--- config.mk ---
export PLATFORM = sky130hd
export DESIGN_NAME = kbd_event_writer_flat
export DESIGN_NICKNAME = d
export VERILOG_FILES = /design/src/rtl/kbd_pkg.sv /design/src/rtl/kbd_event_writer_if.sv /design/src/rtl/sync_fifo.sv /design/src/rtl/kbd_event_writer.sv /design/src/flat_wrapper.sv
export SDC_FILE = /design/constraint.sdc
export NUM_CORES = 1
export LEC_CHECK = 0
export CAP_MARGIN = 40
export CORE_MARGIN = 2
export CORE_UTILIZATION = 53
export CTS_BUF_LIST = sky130_fd_sc_hd__clkbuf_8
export DETAILED_ROUTE_END_ITERATION = 8
export DONT_BUFFER_PORTS = 1
export PLACE_DENSITY_LB_ADDON = 0.15
export SYNTH_ARGS = -nofsm -noshare
export SYNTH_HDL_FRONTEND = slang
export SYNTH_HIERARCHICAL = 1
export SYNTH_SLANG_ARGS = --single-unit
--- constraint.sdc ---
create_clock -name clk -period 3.45 [get_ports clk]
set_clock_uncertainty 0.1 [all_clocks]
set_input_delay 0.8625 -clock clk [delete_from_list [all_inputs] [get_ports clk]]
set_output_delay 0.8625 -clock clk [all_outputs]
set_load 0.02 [all_outputs]
--- src/rtl/kbd_pkg.sv ---
// Shared definitions for the PIA1 keyboard-matrix writer: sizes, FSM encoding
// and the packed key-event record carried through the event FIFO.
package kbd_pkg;

   localparam int          KBD_ROWS = 10;
   localparam logic [16:0] KBD_BASE = 17'hE800;

   localparam logic [2:0] ST_IDLE   = 3'd0;
   localparam logic [2:0] ST_REQ    = 3'd1;
   localparam logic [2:0] ST_SETUP  = 3'd2;
   localparam logic [2:0] ST_STROBE = 3'd3;
   localparam logic [2:0] ST_HOLD   = 3'd4;
   localparam logic [2:0] ST_NEXT   = 3'd5;

   typedef struct packed {
      logic       clear;
      logic       pressed;
      logic [3:0] row;
      logic [2:0] col;
   } kbd_evt_t;

endpackage

--- src/rtl/kbd_event_writer_if.sv ---
// Event handshake from the RPi link plus the shared-bus request and the
// PIA1 cache write port. The writer uses the slave view.
interface kbd_event_writer_if;

   logic        evt_valid;
   logic        evt_ready;
   logic [3:0]  evt_row;
   logic [2:0]  evt_col;
   logic        evt_pressed;
   logic        evt_clear;
   logic        bus_req;
   logic        bus_grant;
   logic [16:0] pi_addr;
   logic [7:0]  pi_data;
   logic        pi_write_strobe;

   modport master (
      output evt_valid, evt_row, evt_col, evt_pressed, evt_clear, bus_grant,
      input  evt_ready, bus_req, pi_addr, pi_data, pi_write_strobe
   );

   modport slave (
      input  evt_valid, evt_row, evt_col, evt_pressed, evt_clear, bus_grant,
      output evt_ready, bus_req, pi_addr, pi_data, pi_write_strobe
   );

endinterface

--- src/rtl/sync_fifo.sv ---
// Show-ahead synchronous FIFO with a registered full flag; a push and a pop in
// the same cycle are both honoured, even when full.
module sync_fifo #(
   parameter int WIDTH = 8,
   parameter int DEPTH = 4
) (
   input  logic             clk,
   input  logic             res_b,
   input  logic             push,
   input  logic [WIDTH-1:0] din,
   input  logic             pop,
   output logic [WIDTH-1:0] dout,
   output logic             empty,
   output logic             full
);

   localparam int AW = (DEPTH > 1) ? $clog2(DEPTH) : 1;

   logic [WIDTH-1:0] mem [DEPTH];
   logic [AW-1:0]    wr_ptr;
   logic [AW-1:0]    rd_ptr;
   logic [AW:0]      count;
   logic [AW:0]      count_next;
   logic             do_push;
   logic             do_pop;

   assign empty      = (count == '0);
   assign do_pop     = pop && !empty;
   assign do_push    = push && (!full || do_pop);
   assign count_next = count + (AW+1)'(do_push) - (AW+1)'(do_pop);
   assign dout       = mem[rd_ptr];

   // NOTE: storage needs no reset; the pointers and count alone define which entries are valid.
   always_ff @(posedge clk) begin
      if (do_push) mem[wr_ptr] <= din;
   end

   // NOTE: sequential state uses non-blocking assignments so every flop samples pre-edge values.
   always_ff @(posedge clk or negedge res_b) begin
      if (!res_b) begin
         wr_ptr <= '0;
         rd_ptr <= '0;
         count  <= '0;
         full   <= 1'b0;
      end else begin
         if (do_push) wr_ptr <= wr_ptr + AW'(1);
         if (do_pop)  rd_ptr <= rd_ptr + AW'(1);
         count <= count_next;
         full  <= (count_next == (AW+1)'(DEPTH));
      end
   end

endmodule

--- src/rtl/kbd_event_writer.sv ---
// Turns key make/break events into bus-arbitrated write cycles that keep the
// PIA1 keyboard-matrix cache current, via a shadow copy of the matrix.
module kbd_event_writer
   import kbd_pkg::*;
#(
   parameter int          ROWS          = KBD_ROWS,
   parameter int          FIFO_DEPTH    = 4,
   parameter int          STROBE_CYCLES = 2,
   parameter logic [16:0] BASE_ADDR     = KBD_BASE
) (
   input  logic              clk,
   input  logic              res_b,
   kbd_event_writer_if.slave bus,
   output logic              busy,
   output logic              err_bad_row
);

   localparam int         EW       = $bits(kbd_evt_t);
   localparam int         SCW      = $clog2(STROBE_CYCLES) + 1;
   localparam logic [4:0] ROW_LIM  = 5'(ROWS);
   localparam logic [3:0] LAST_ROW = 4'(ROWS - 1);

   logic [2:0]     state;
   logic [3:0]     cur_row;
   logic [7:0]     cur_data;
   logic           clearing;
   logic [SCW-1:0] strobe_cnt;
   logic [7:0]     shadow [ROWS];

   logic           fifo_push;
   logic           fifo_pop;
   logic           fifo_empty;
   logic           fifo_full;
   logic [EW-1:0]  fifo_dout;
   kbd_evt_t       in_evt;
   kbd_evt_t       head;
   logic           head_bad;
   logic [7:0]     new_row;

   assign in_evt        = '{clear: bus.evt_clear, pressed: bus.evt_pressed,
                            row: bus.evt_row, col: bus.evt_col};
   assign bus.evt_ready = !fifo_full;
   assign fifo_push     = bus.evt_valid && !fifo_full;
   assign head          = kbd_evt_t'(fifo_dout);

   sync_fifo #(
      .WIDTH (EW),
      .DEPTH (FIFO_DEPTH)
   ) u_fifo (
      .clk   (clk),
      .res_b (res_b),
      .push  (fifo_push),
      .din   (in_evt),
      .pop   (fifo_pop),
      .dout  (fifo_dout),
      .empty (fifo_empty),
      .full  (fifo_full)
   );

   // NOTE: every always_comb output gets a default first so no path can infer a latch.
   always_comb begin
      fifo_pop = (state == ST_IDLE) && !fifo_empty;
      head_bad = !head.clear && ({1'b0, head.row} >= ROW_LIM);
      new_row  = 8'hFF;
      if (!head_bad && !head.clear) begin
         new_row           = shadow[head.row];
         new_row[head.col] = !head.pressed;   // active-low: 0 = pressed
      end
   end

   always_ff @(posedge clk or negedge res_b) begin
      if (!res_b) begin
         state               <= ST_IDLE;
         cur_row             <= '0;
         cur_data            <= 8'hFF;
         clearing            <= 1'b0;
         strobe_cnt          <= '0;
         bus.bus_req         <= 1'b0;
         bus.pi_write_strobe <= 1'b0;
         bus.pi_addr         <= BASE_ADDR;
         bus.pi_data         <= 8'hFF;
         busy                <= 1'b0;
         err_bad_row         <= 1'b0;
      end else begin
         busy <= !fifo_empty || (state != ST_IDLE);
         case (state)
            ST_IDLE: begin
               if (fifo_pop) begin
                  if (head_bad) begin
                     err_bad_row <= 1'b1;
                  end else begin
                     clearing    <= head.clear;
                     cur_row     <= head.clear ? 4'd0 : head.row;
                     cur_data    <= new_row;
                     bus.bus_req <= 1'b1;
                     state       <= ST_REQ;
                  end
               end
            end
            ST_REQ: begin
               if (bus.bus_grant) begin
                  bus.pi_addr <= BASE_ADDR + 17'(cur_row);
                  bus.pi_data <= cur_data;
                  state       <= ST_SETUP;
               end
            end
            ST_SETUP: begin
               bus.pi_write_strobe <= 1'b1;
               strobe_cnt          <= '0;
               state               <= ST_STROBE;
            end
            ST_STROBE: begin
               if (strobe_cnt == SCW'(STROBE_CYCLES - 1)) begin
                  bus.pi_write_strobe <= 1'b0;
                  state               <= ST_HOLD;
               end else begin
                  strobe_cnt <= strobe_cnt + SCW'(1);
               end
            end
            ST_HOLD: state <= ST_NEXT;
            ST_NEXT: begin
               // A clear walks every row under the grant it already holds.
               if (clearing && (cur_row < LAST_ROW)) begin
                  cur_row     <= cur_row + 4'd1;
                  cur_data    <= 8'hFF;
                  bus.pi_addr <= BASE_ADDR + 17'(cur_row) + 17'd1;
                  bus.pi_data <= 8'hFF;
                  state       <= ST_SETUP;
               end else begin
                  bus.bus_req <= 1'b0;
                  clearing    <= 1'b0;
                  state       <= ST_IDLE;
               end
            end
            default: state <= ST_IDLE;
         endcase
      end
   end

   // The shadow follows the cache only once a write has actually been committed.
   always_ff @(posedge clk or negedge res_b) begin
      if (!res_b) begin
         for (int r = 0; r < ROWS; r++) shadow[r] <= 8'hFF;
      end else if (state == ST_HOLD) begin
         shadow[cur_row] <= bus.pi_data;
      end
   end

endmodule

--- src/flat_wrapper.sv ---
// flat-port wrapper written by rule: the top's interface ports become plain ports
module kbd_event_writer_flat import kbd_pkg::*;
#(
   parameter int          ROWS          = KBD_ROWS,
   parameter int          FIFO_DEPTH    = 4,
   parameter int          STROBE_CYCLES = 2,
   parameter logic [16:0] BASE_ADDR     = KBD_BASE
)
  (clk, res_b, busy, err_bad_row, bus_evt_valid, bus_evt_row, bus_evt_col, bus_evt_pressed, bus_evt_clear, bus_bus_grant, bus_evt_ready, bus_bus_req, bus_pi_addr, bus_pi_data, bus_pi_write_strobe);
  kbd_event_writer_if bus_i ();
  input  logic clk;
  input  logic res_b;
  output logic busy;
  output logic err_bad_row;
  input wire logic [$bits(bus_i.evt_valid)-1:0] bus_evt_valid;
  input wire logic [$bits(bus_i.evt_row)-1:0] bus_evt_row;
  input wire logic [$bits(bus_i.evt_col)-1:0] bus_evt_col;
  input wire logic [$bits(bus_i.evt_pressed)-1:0] bus_evt_pressed;
  input wire logic [$bits(bus_i.evt_clear)-1:0] bus_evt_clear;
  input wire logic [$bits(bus_i.bus_grant)-1:0] bus_bus_grant;
  output wire logic [$bits(bus_i.evt_ready)-1:0] bus_evt_ready;
  output wire logic [$bits(bus_i.bus_req)-1:0] bus_bus_req;
  output wire logic [$bits(bus_i.pi_addr)-1:0] bus_pi_addr;
  output wire logic [$bits(bus_i.pi_data)-1:0] bus_pi_data;
  output wire logic [$bits(bus_i.pi_write_strobe)-1:0] bus_pi_write_strobe;
  assign bus_i.evt_valid = bus_evt_valid;
  assign bus_i.evt_row = bus_evt_row;
  assign bus_i.evt_col = bus_evt_col;
  assign bus_i.evt_pressed = bus_evt_pressed;
  assign bus_i.evt_clear = bus_evt_clear;
  assign bus_i.bus_grant = bus_bus_grant;
  assign bus_evt_ready = bus_i.evt_ready;
  assign bus_bus_req = bus_i.bus_req;
  assign bus_pi_addr = bus_i.pi_addr;
  assign bus_pi_data = bus_i.pi_data;
  assign bus_pi_write_strobe = bus_i.pi_write_strobe;
  kbd_event_writer #(.ROWS(ROWS), .FIFO_DEPTH(FIFO_DEPTH), .STROBE_CYCLES(STROBE_CYCLES), .BASE_ADDR(BASE_ADDR)) u_core (.clk(clk), .res_b(res_b), .bus(bus_i), .busy(busy), .err_bad_row(err_bad_row));
endmodule
==> results.toml <==
[global_routing]
grtUsageTotal_pct = 21.5
grt_pass1_vias = 4356
grt_pass1_wl_um = 24400
grt_max_degree = 98
overflow = 0
antenna_found_initial = 0

[timing]
fmax_mhz = 342
fin_crit_sh_pct = 84.7
min_period_ps = 2920
worstMarginPinSlew_ps = 748
grt_setup_unrepaired = "no"
hold_viol_final = 0
setup_tns_ps = 0
drv_slew = 0
setup_viol = 0
worst_slack_ps = 528
slew_headroom_pct = 50.1

[floorplan]
initial_core_util_pct = 54.3
die_area_mm2 = 0.0152
fp.coreArea_mm2 = 0.0139
fp.dieW_um = 123
num_rows = 43
die_h_um = 123
num_io_pins = 43

[drt]
vias = 4234
drcViolationCount = 0
drt_iter0_drc = 346
wl_per_cell_um = 20.3
vias_per_cell = 5.75
drtPass1Iterations = 4
routed_wl_um = 14900
ant_nets = 0

[finish]
final_cell_mix = "96 x dfstp_2, 85 x mux2_2, 41 x mux2i_1"
synthToLayoutAreaGrowth_pct = 6.76
final_cells = 736
fin_util_pct = 58.0
diodes = 0
final_net_count = 569
drive_above_1_share_pct = 45.3
final_common_cell = "dfstp_2"

[run]
max_cap_violations = 0

[logic_synthesis]
yosys.area.top_type = "dfstp_2"
synth.avg_cell_area_um2 = 13.8
synth_top_family_by_area = "multiplexers"
synth_fa_ha_area_share_pct = 2.26
syn_inst = 547
netlist_area_mm2 = 0.00754
async_flop_share_pct = 77.4
synth_compound_area_share_pct = 6.67
synth.distinct_cells = 59
yosys-mux-area-fraction_pct = 22.2
synth_edf_count = 36
seq_area_frac_synth_pct = 56.8
synth_top_area_share_pct = 33.5
synth_xor_area_share_pct = 0.930
synthTopCellsByArea = "dfstp_2 33%, edfxtp_1 14%, mux2_2 13%"
yosys_warnings = 6
yosys.area_share.simple_pct = 7.01
synth_ff_type = "dfstp_2"
ys_ff_latch = 159

[setup_path]
critPathLaunch = "u_core/state[0]$_DFFE_PN0P_"
cp_max_fo = 13
critPathRequiredTime_ps = 3710
reg2reg_from = "u_core/state[0]$_DFFE_PN0P_"
worst-setup-path-type = "reg2reg"
worst-r2r-cell-count = 11
end_kind = "flip-flop"
cp.arrival_ps = 3180
start_kind = "flip-flop"

[clocking]
cts.clk_slew.worst_paths_ps = 90
htreeDepth = 4
cts_root_buf = "clkbuf_8"
cts.path.max_buffers = 2
cts-resized-gates = 0
cts.sinks = 159
tritoncts = "built"
clkLatencyLatePin_ps = 450
cts-buffers-inserted = 17

[worst_hold_path]
hold_class = "in2async"

[power]
power.leakage_nw = 3.26
ir_drop_uv = 502
power.density_mw_per_mm2 = 854

[placed_design]
dpl.cell_count = 703
dp_hpwl_um = 9940
pre_cts_ws_ps = 511
port-buffer-count = 0
place_congestion = 0.884

[run_status]
status = "finished, final reports clean"
[layer usage]
metal  wire [um]  GRT usage, %  part of all wire (%)
met3         882          5.58                   5.9
met2        6780          32.1                    45
met5           0             0                     0
met1        7040          31.3                    47
met4         202          6.11                   1.4
[kinds of logic (layout without fill, tap and decap cells)]
group	Yosys count	after routing
buffers and inverters	65	64
other	2	12
AND/OR/NAND/NOR	88	88
AO/OA/AOI/OAI	70	70
adder cells (fa/ha/maj)	13	13
multiplexers	142	142
XOR/XNOR	8	8
flip-flops	159	159
[sequential cells by signal (all words and copies together) (netlist names)]
register	flops
u_core/bus.pi_write_strobe	1
u_core/clearing	1
u_core/u_fifo/count	3
u_core/u_fifo/wr_ptr	2
u_core/shadow	80
u_core/state	3
u_core/bus.bus_req	1
u_core/bus.pi_addr	5
u_core/cur_data	8
u_core/bus.pi_data	8
u_core/busy	1
u_core/cur_row	4
u_core/u_fifo/full	1
u_core/err_bad_row	1
u_core/u_fifo/rd_ptr	2
u_core/strobe_cnt	2
u_core/u_fifo/mem	36
[layout make-up]
type	count	area, um2
multi-input cells	333	3000
repair buffers	8	72.6
well taps	180	225
flip-flops and latches	159	4280
fillers	1098	5830
clock inverters	15	150
clock buffers	17	234
inverters	24	90.1
[critical path, cell delays in order (launching register included)]
cell	delay [ps]
dfrtp_1	520
nor4_2	430
o31ai_4	170
a21boi_2	180
inv_1	60
ha_1	270
inv_1	40
ha_1	180
fa_1	380
xnor2_1	180
xnor2_1	150
nor3b_1	190
[final timing paths]
| check | slack (ps) | end |
|---|---|---|
| setup / recovery | 530 | u_core/u_fifo/full$_DFF_PN0_ |
| min in group clk | 400 | u_core/u_fifo/mem[0][0]$_DFFE_PP_ |
| hold / removal | 160 | u_core/bus.pi_data[4]$_DFFE_PN1P_ |
| max in group asynchronous | 2880 | u_core/cur_row[3]$_DFFE_PN0P_ |
| setup reg to reg | 530 | u_core/u_fifo/full$_DFF_PN0_ |
| hold reg to reg | 410 | u_core/cur_data[1]$_DFFE_PN1P_ |
[synthesized netlist by cell type (2+ instances only)]
cell type / number
nor2b_1: 5
mux2i_1: 41
dfrtp_1: 27
or2_2: 3
edfxtp_1: 36
and3_1: 2
nand3b_1: 2
buf_2: 8
ha_1: 12
inv_1: 23
o22ai_1: 15
a22o_1: 6
o31ai_1: 2
nor3b_1: 4
nand2b_1: 5
nor2_1: 19
xnor2_1: 8
a211oi_1: 6
mux2_2: 85
o32a_1: 2
buf_4: 13
mux2_1: 4
dfstp_2: 96
nor3_1: 11
mux4_2: 11
buf_1: 2
and2_2: 4
o2bb2ai_1: 2
nand2_1: 16
conb_1: 2
nand2_2: 4
a21oi_1: 2
a21o_1: 4
clkbuf_1: 17
o21ai_0: 17
and3b_1: 3
a2bb2oi_1: 6
[what timing repair did]
action	CTS	global route
hold endpoints to repair	27	0
hold buffers	1	0
buffers inserted	0	0
[report_power, final]
part / switching (mW) / total (mW) / leakage, nW / internal (mW)
sequential: 0.577 / 3.21 / 1.65 / 2.63
clock: 0.732 / 1.33 / 0.194 / 0.594
combinational: 1.26 / 2.34 / 1.42 / 1.09
total: 2.56 / 6.87 / 3.26 / 4.31
[through the flow]
stage	total power, mW	hold slack (ps)	instance area, um2
6_report	6.87	158	8050
3_5_place_dp	5.56	394	7640
5_1_grt	7.32	109	8050
4_1_cts	6.91	127	8050
3_3_place_gp	5.48	395	7640
2_1_floorplan	4.94	386	7570
Power figures use the tool's default switching activity.
